===== config.mk =====
export PLATFORM = sky130hd
export DESIGN_NAME = lcd_fetch_ctrl
export DESIGN_NICKNAME = d
export VERILOG_FILES = /design/src/rtl/lcd_fetch_ctrl.sv
export SDC_FILE = /design/constraint.sdc
export NUM_CORES = 1
export LEC_CHECK = 0
export CAP_MARGIN = 15
export CORE_ASPECT_RATIO = 0.5
export CORE_MARGIN = 4
export CORE_UTILIZATION = 40
export DETAILED_ROUTE_END_ITERATION = 8
export PLACE_DENSITY = 0.78
export SLEW_MARGIN = 40
export SYNTH_ARGS = -nofsm -noshare
export SYNTH_HDL_FRONTEND = slang
export SYNTH_SLANG_ARGS = --single-unit

===== constraint.sdc =====
create_clock -name clk -period 4.84 [get_ports clk]
set_clock_uncertainty 0.1 [all_clocks]
set_input_delay 0.968 -clock clk [delete_from_list [all_inputs] [get_ports clk]]
set_output_delay 0.968 -clock clk [all_outputs]
set_load 0.02 [all_outputs]

===== src/rtl/lcd_fetch_ctrl.sv =====
// lcd_fetch_ctrl: per-frame sequencer that flushes the lcdc pixel FIFO and refills it
// with framebuffer burst reads gated by FIFO free space.
module lcd_fetch_ctrl #(
    parameter int ADDR_W      = 20,
    parameter int FRAME_WORDS = 19200,
    parameter int BURST_LEN   = 8,
    parameter int FIFO_DEPTH  = 512,
    parameter int LVL_W       = 10
) (
    input  logic              clk,
    input  logic              rst_n,
    input  logic              enable,
    input  logic              frame_start,
    input  logic [ADDR_W-1:0] fb_base,
    output logic              mem_req,
    output logic [ADDR_W-1:0] mem_addr,
    output logic [4:0]        mem_len,
    input  logic              mem_gnt,
    input  logic              mem_rvalid,
    input  logic [47:0]       mem_rdata,
    output logic              fifo_flush,
    output logic              fifo_wr_en,
    output logic [47:0]       fifo_wr_data,
    input  logic [LVL_W-1:0]  fifo_level,
    input  logic              fifo_full,
    output logic              busy,
    output logic              frame_done,
    output logic              overrun_err
);
    localparam int RW = $clog2(FRAME_WORDS + 1);
    localparam int SW = LVL_W + 1;

    typedef enum logic [2:0] {IDLE, FLUSH, WAIT_SPACE, REQ, DATA, DONE} state_t;

    state_t            state, state_nx;
    logic [ADDR_W-1:0] addr, base_pend;
    logic [RW-1:0]     remaining, rem_nx;
    logic [4:0]        len, beats;
    logic              restart_pend, fs_ok, last_beat, space_ok;

    assign len       = (32'(remaining) >= BURST_LEN) ? 5'(BURST_LEN) : 5'(remaining);
    assign rem_nx    = remaining - RW'(len);
    assign space_ok  = SW'(fifo_level) + SW'(len) <= SW'(FIFO_DEPTH);
    assign last_beat = (state == DATA) && mem_rvalid && (beats + 5'd1 == len);

    assign mem_req    = state == REQ;
    assign mem_addr   = mem_req ? addr : '0;
    assign mem_len    = mem_req ? len : '0;
    assign fifo_flush = state == FLUSH;
    assign frame_done = state == DONE;
    assign busy       = state != IDLE;

    always_comb begin
        state_nx = state;
        fs_ok    = 1'b0;
        case (state)
            IDLE: begin
                fs_ok    = frame_start && enable;
                state_nx = fs_ok ? FLUSH : IDLE;
            end
            FLUSH: state_nx = WAIT_SPACE;
            WAIT_SPACE: begin
                fs_ok    = frame_start;
                state_nx = frame_start ? FLUSH : !enable ? IDLE : space_ok ? REQ : WAIT_SPACE;
            end
            REQ: begin
                fs_ok    = frame_start;
                state_nx = frame_start ? FLUSH : mem_gnt ? DATA : REQ;
            end
            // a restart here only takes effect once the granted burst has drained
            DATA: begin
                fs_ok    = frame_start;
                state_nx = !last_beat ? DATA : (restart_pend || frame_start) ? FLUSH :
                           !enable ? IDLE : (rem_nx == '0) ? DONE : WAIT_SPACE;
            end
            DONE: begin
                fs_ok    = frame_start;
                state_nx = frame_start ? FLUSH : IDLE;
            end
            default: state_nx = IDLE;
        endcase
    end

    always_ff @(posedge clk or negedge rst_n) begin
        if (!rst_n) begin
            state        <= IDLE;
            addr         <= '0;
            base_pend    <= '0;
            remaining    <= '0;
            beats        <= '0;
            restart_pend <= 1'b0;
            fifo_wr_en   <= 1'b0;
            fifo_wr_data <= '0;
            overrun_err  <= 1'b0;
        end else begin
            state        <= state_nx;
            restart_pend <= (state == DATA) && (state_nx == DATA) && (restart_pend || frame_start);
            beats        <= (state != DATA) ? 5'd0 : mem_rvalid ? beats + 5'd1 : beats;
            fifo_wr_en   <= (state == DATA) && mem_rvalid && !restart_pend;
            if (fs_ok)
                base_pend <= fb_base;
            if (state_nx == FLUSH && state != FLUSH) begin
                addr      <= frame_start ? fb_base : base_pend;
                remaining <= RW'(FRAME_WORDS);
            end else if (last_beat) begin
                addr      <= addr + ADDR_W'(len);
                remaining <= rem_nx;
            end
            if ((state == DATA) && mem_rvalid && !restart_pend)
                fifo_wr_data <= mem_rdata;
            if (fs_ok)
                overrun_err <= 1'b0;
            else if ((state == DATA) && mem_rvalid && fifo_full && !restart_pend)
                overrun_err <= 1'b1;
        end
    end
endmodule


# Word-level counts from Yosys, hierarchy flattened
# Index checks and enable logic that the tools add are counted.
# Widths: inputs -> output; s select.
totals:
  output_inout_bits: 79
  wordCells: 68
  in_bits: 85
  register_bits: 114
op_classes:
  magnitude_cmp: 2
  n_reduce_logical: 18
  add_sub_neg: 4
  mux: 25
  n_eq_ne: 10
op_table:
  columns: ["op", "n"]
  rows:
  - ["$mux 20", 4]
  - ["$mux 15", 2]
  - ["$add 20x5->20", 1]
  - ["$mux 5", 4]
  - ["$mux 3", 6]
  - ["$pmux 3 s6", 1]
  - ["$ge 15x4->1 const B", 1]
  - ["$logic_not 15->1", 1]
  - ["$sub 15x5->15", 1]
  - ["$add 10x5->11", 1]
  - ["$le 11x10->1 const B", 1]
  - ["$eq 3x3->1 const B", 3]
  - ["$logic_and 1x1->1", 9]
  - ["$eq 3x1->1 const B", 2]
  - ["$eq 3x2->1 const B", 2]
  - ["$reduce_bool 2->1", 3]
  - ["$add 5x1->5 const B", 1]
  - ["$eq 5x5->1", 1]
  - ["$mux 1", 5]
  - ["$mux 2", 2]
  - ["$reduce_or 4->1", 1]
  - ["$logic_not 3->1", 1]
  - ["$ne 3x1->1 const B", 1]
  - ["$ne 3x3->1 const B", 1]
  - ["4 further kinds", 4]

# Longest topological paths before layout
logic_depth:
  ltp_word: 12
  depth_mapped: 16
  mapped_depth_nobuf: 13

# Worst setup path before layout
# OpenSTA, ideal clock, no wires.
synth_path:
  path_type: "register to register"
  from: "register remaining[7]"
  to: "register addr[10]"
  synth_period_minus_slack_ns: 3.432
  arrival_ns: 3.252
  path_stages_with_launch: 15
  path_buffers: 2
  slack_ns: 1.408
  required_time_ns: 4.661
  setup_time_ns: 0.079
  path_cell_list: "dfrtp_1 > nor4_4 > and3_1 > buf_6 > inv_4 > nor2_1 > ha_1 > and2_0 > a22o_1 > a21o_1 > a311oi_1 > o221ai_2 > o211ai_4 > buf_6 > mux2i_1"
synth_between:
  elab_chain_cells: 12
  word_cells_on_any_way: 22
  classes_between: "add/sub: 3; order compare: 2; eq/ne: 2; mux: 11; reduce/logical: 4"
synth_rtl:
  columns: ["item", "line", "text"]
  rows:
  - ["from (decl)", "37", "logic [RW-1:0] remaining, rem_nx;"]
  - ["from (signal assigned)", "104", "remaining <= RW'(FRAME_WORDS);"]
  - ["from (signal assigned)", "107", "remaining <= rem_nx;"]
  - ["parallel branches: the longest is 12 deep, another holds $ge 15x4->1", null, null]
  - ["to (signal assigned)", "103", "addr <= frame_start ? fb_base : base_pend;"]
  - ["to (signal assigned)", "106", "addr <= addr + ADDR_W'(len);"]
  - ["to (decl)", "36", "logic [ADDR_W-1:0] addr, base_pend;"]
# Parallel ways; which one is timed is not known. The select of a mux whose other input is x is not followed.
# A chain may end at the register's enable or synchronous reset.

# Final worst setup path
layout_path:
  from: "register remaining[3]"
  to: "register addr[11]"
# Same word-level chain as after synthesis.

==> results by group <==
Outcome
  – Status: completed

Clocking
  – CTS root buffer: clkbuf_16
  – Post-CTS Setup Bufs: 0
  – H-tree levels: 4
  – Cts hold-fix bufs: 0
  – Clk sinks: 114
  – CTS Buf Count: 17
  – CTS tree: built
  – Post-cts resize count: 0
  – Reg clk slew, reported paths: approximately 0.06 ns
  – Worst-Skew Late Latency: between 0.4 and 0.5 ns
  – Clock Path Buffers: 2

Power and ir drop
  – Maximum VDD drop: 0.328 mV
  – Power per cell area: 543 nW/µm²
  – P_leak: 3.74 nW

Floorplan
  – Die X: between 150 and 200 µm
  – Die Y: 96.8 µm
  – Area of the die: 18,000 µm²
  – # rows: 32
  – Effective utilization at floorplan: 41.0%
  – IO Count: 164
  – Core area: 15,400 µm²

Worst setup path
  – Startpoint Class: flop
  – Cell family with most CP delay: simple AND/OR/NAND/NOR gates
  – Worst Path Arrival: 4.48 ns
  – CP Buf/Inv Count: 2
  – CP Max Fanout: 30
  – Kind of critical path: reg2reg
  – CP peak stage delay: 0.50 ns
  – Worst EP required: approximately 5 ns
  – Worst-path cell chain: nor4_2, and3_1, inv_4, nor2_1, ha_1, and2_0, a22o_1, a21o_1, a311oi_1, o221ai_2, o211ai_4, buf_4, mux2i_1
  – Slowest CP cell: dfrtp_1
  – Critical Path End Type: flop

Detailed routing
  – Total routed wirelength: approximately 16,000 µm
  – Mean routed wirelength per cell: roughly 17 µm
  – First-pass DRT Iterations: 5
  – Post-DRT Antenna Nets: 0
  – Residual DRC: 0
  – DRT iter0 DRCs: between 200 and 300
  – Avg Vias per Cell: between 5 and 6
  – Via Count: approximately 5,000

Placed design
  – Post-DP HPWL: 11,200 µm
  – Cell Area, Placed: 8100 µm²
  – IO Port Bufs: between 150 and 200
  – Routability Congestion: approximately 0.9

Yosys
  – Syn Area/Cell: 11.2 µm²
  – Syn Inst Count: 564
  – Top FF cell, synth: dfrtp_1
  – Synthesized area: 6310 µm²
  – Number of synthesized register bits: 114
  – YS warnings: 0
  – Seq/Total Area, Yosys: 45.2%
  – Post-synth EDFFs: 0
  – Library cells used by synthesis: 69
  – Async set-reset flop share out of synthesis: 100%

Timing
  – Worst slew pin tran: between 0.7 and 0.8 ns
  – Relative slew slack: 47.7%
  – Max-slew violations: 0
  – RSZ-0062 raised after global routing: false
  – Min Tclk post-route: 4.26 ns
  – Final Hold Fails: 0
  – Setup TNS: 0 ns
  – Final period util: 87.9%
  – # setup viols final: 0
  – Max Clock Freq: around 230 MHz

Layout
  – Fin nets: 821
  – Layout cells sized above 1: 16.6%
  – Final instance area: around 8700 µm²
  – Most frequent cells in the layout: 161 x clkdlybuf4s50_1, 114 x dfrtp_1, 68 x mux2_2
  – Area grow syn2layout: 37.6%
  – ANT cells: 0
  – Most common cell after layout, fill and taps aside: clkdlybuf4s50_1

Global route
  – GRT Util Overall: 18.2%
  – Gr ovfl total: 0
  – Vias in the first global route: 5,374
  – Largest net degree at the start of global routing: 51
  – First-pass GRT wire length: roughly 26,000 µm
  – Initial antenna violation count: 0

Job
  – Max-Cap Viols: 0

Worst hold path
  – Hold Crit Class: in2async
[routing by layer]
layer  track usage, %  wire [µm]  share of wire, %  vias up
met3             4.73        930               5.9       39
li1                 -          -                 -     2350
met2             31.0       7960                50      158
met5                0          0                 0        -
met1             21.3       6540                41     2495
met4             8.95        399               2.5        0
[flip-flops by register name (all words and copies together) (netlist names)]
name	count
remaining	15
restart_pend	1
fifo_wr_en	1
addr	20
state	3
beats	5
fifo_wr_data	48
base_pend	20
overrun_err	1
[path summary, 6_finish.rpt]
kind / depth (start not counted) / slack, ns / endpoint / start
worst min register to register: 1 / 0.40 / base_pend[15] / base_pend[15]
min in group clk: 1 / 0.40 / base_pend[15] / base_pend[15]
worst min-delay path: 1 / 0.40 / remaining[14] / rst_n
worst max register to register: 13 / 0.58 / addr[11] / remaining[3]
max in group asynchronous: 2 / 3.28 / addr[15] / rst_n
worst max-delay path: 13 / 0.58 / addr[11] / remaining[3]
[per-stage QoR]
| step | total power [mW] | utilization [%] | hold WS [ns] | cells | worst slack [ns] |
|---|---|---|---|---|---|
| finish | 4.72 | 56.4 | 0.400 | 937 | 0.584 |
| global route | 4.97 | 56.4 | 0.409 | 937 | 0.313 |
| CTS | 4.76 | 56.4 | 0.403 | 937 | 0.616 |
| detailed placement | 3.49 | 52.6 | 0.392 | 907 | 0.663 |
| global placement | 3.43 | 52.4 | 0.386 | 905 | 0.808 |
| floorplan | 2.69 | - | 0.379 | 566 | 1.41 |
[Yosys cell counts, types with 7 or more instances]
cell type / count / area, µm²
dfrtp_1: 114 / 2850
mux2_2: 68 / 766
mux2i_1: 45 / 450
nor2_1: 29 / 109
nand2_1: 26 / 97.6
xnor2_1: 25 / 219
and3_1: 24 / 150
clkbuf_1: 21 / 78.8
nor3_1: 20 / 100
a21oi_1: 19 / 95.1
ha_1: 12 / 150
inv_1: 12 / 45.0
and2_1: 10 / 62.6
nand3_1: 10 / 50.1
o21ai_0: 10 / 50.1
nor2b_1: 7 / 43.8
xor2_1: 7 / 61.3
[report_power, final]
part / total, mW / switching, mW / leakage, nW / internal, mW
registers: 1.61 / 0.267 / 1.40 / 1.34
logic: 1.87 / 0.887 / 2.06 / 0.978
clock network: 1.24 / 0.438 / 0.283 / 0.803
total: 4.72 / 1.59 / 3.74 / 3.13
[layout make-up]
class / instances / area, µm²
Inverter: 14 / 55.1
Clock inverter: 9 / 106
Clock buffer: 21 / 480
Tap cell: 204 / 255
Multi-Input combinational cell: 403 / 3240
Fill cell: 1257 / 6730
Timing Repair Buffer: 172 / 1700
Sequential cell: 114 / 2850
[logic make-up (layout without fill, tap and decap cells)]
group                    Yosys count  count (layout)  synth area share [%]
other                              2               4                 0.119
multiplexers                     113             113                  19.3
adder cells (fa/ha/maj)           14              14                  3.01
buffers and inverters             49             216                  3.92
flip-flops                       114             114                  45.2
XOR/XNOR                          33              33                  4.79
AO/OA/AOI/OAI                     68              68                  8.12
AND/OR/NAND/NOR                  171             171                  15.6
(Power assumes the default switching activity.)
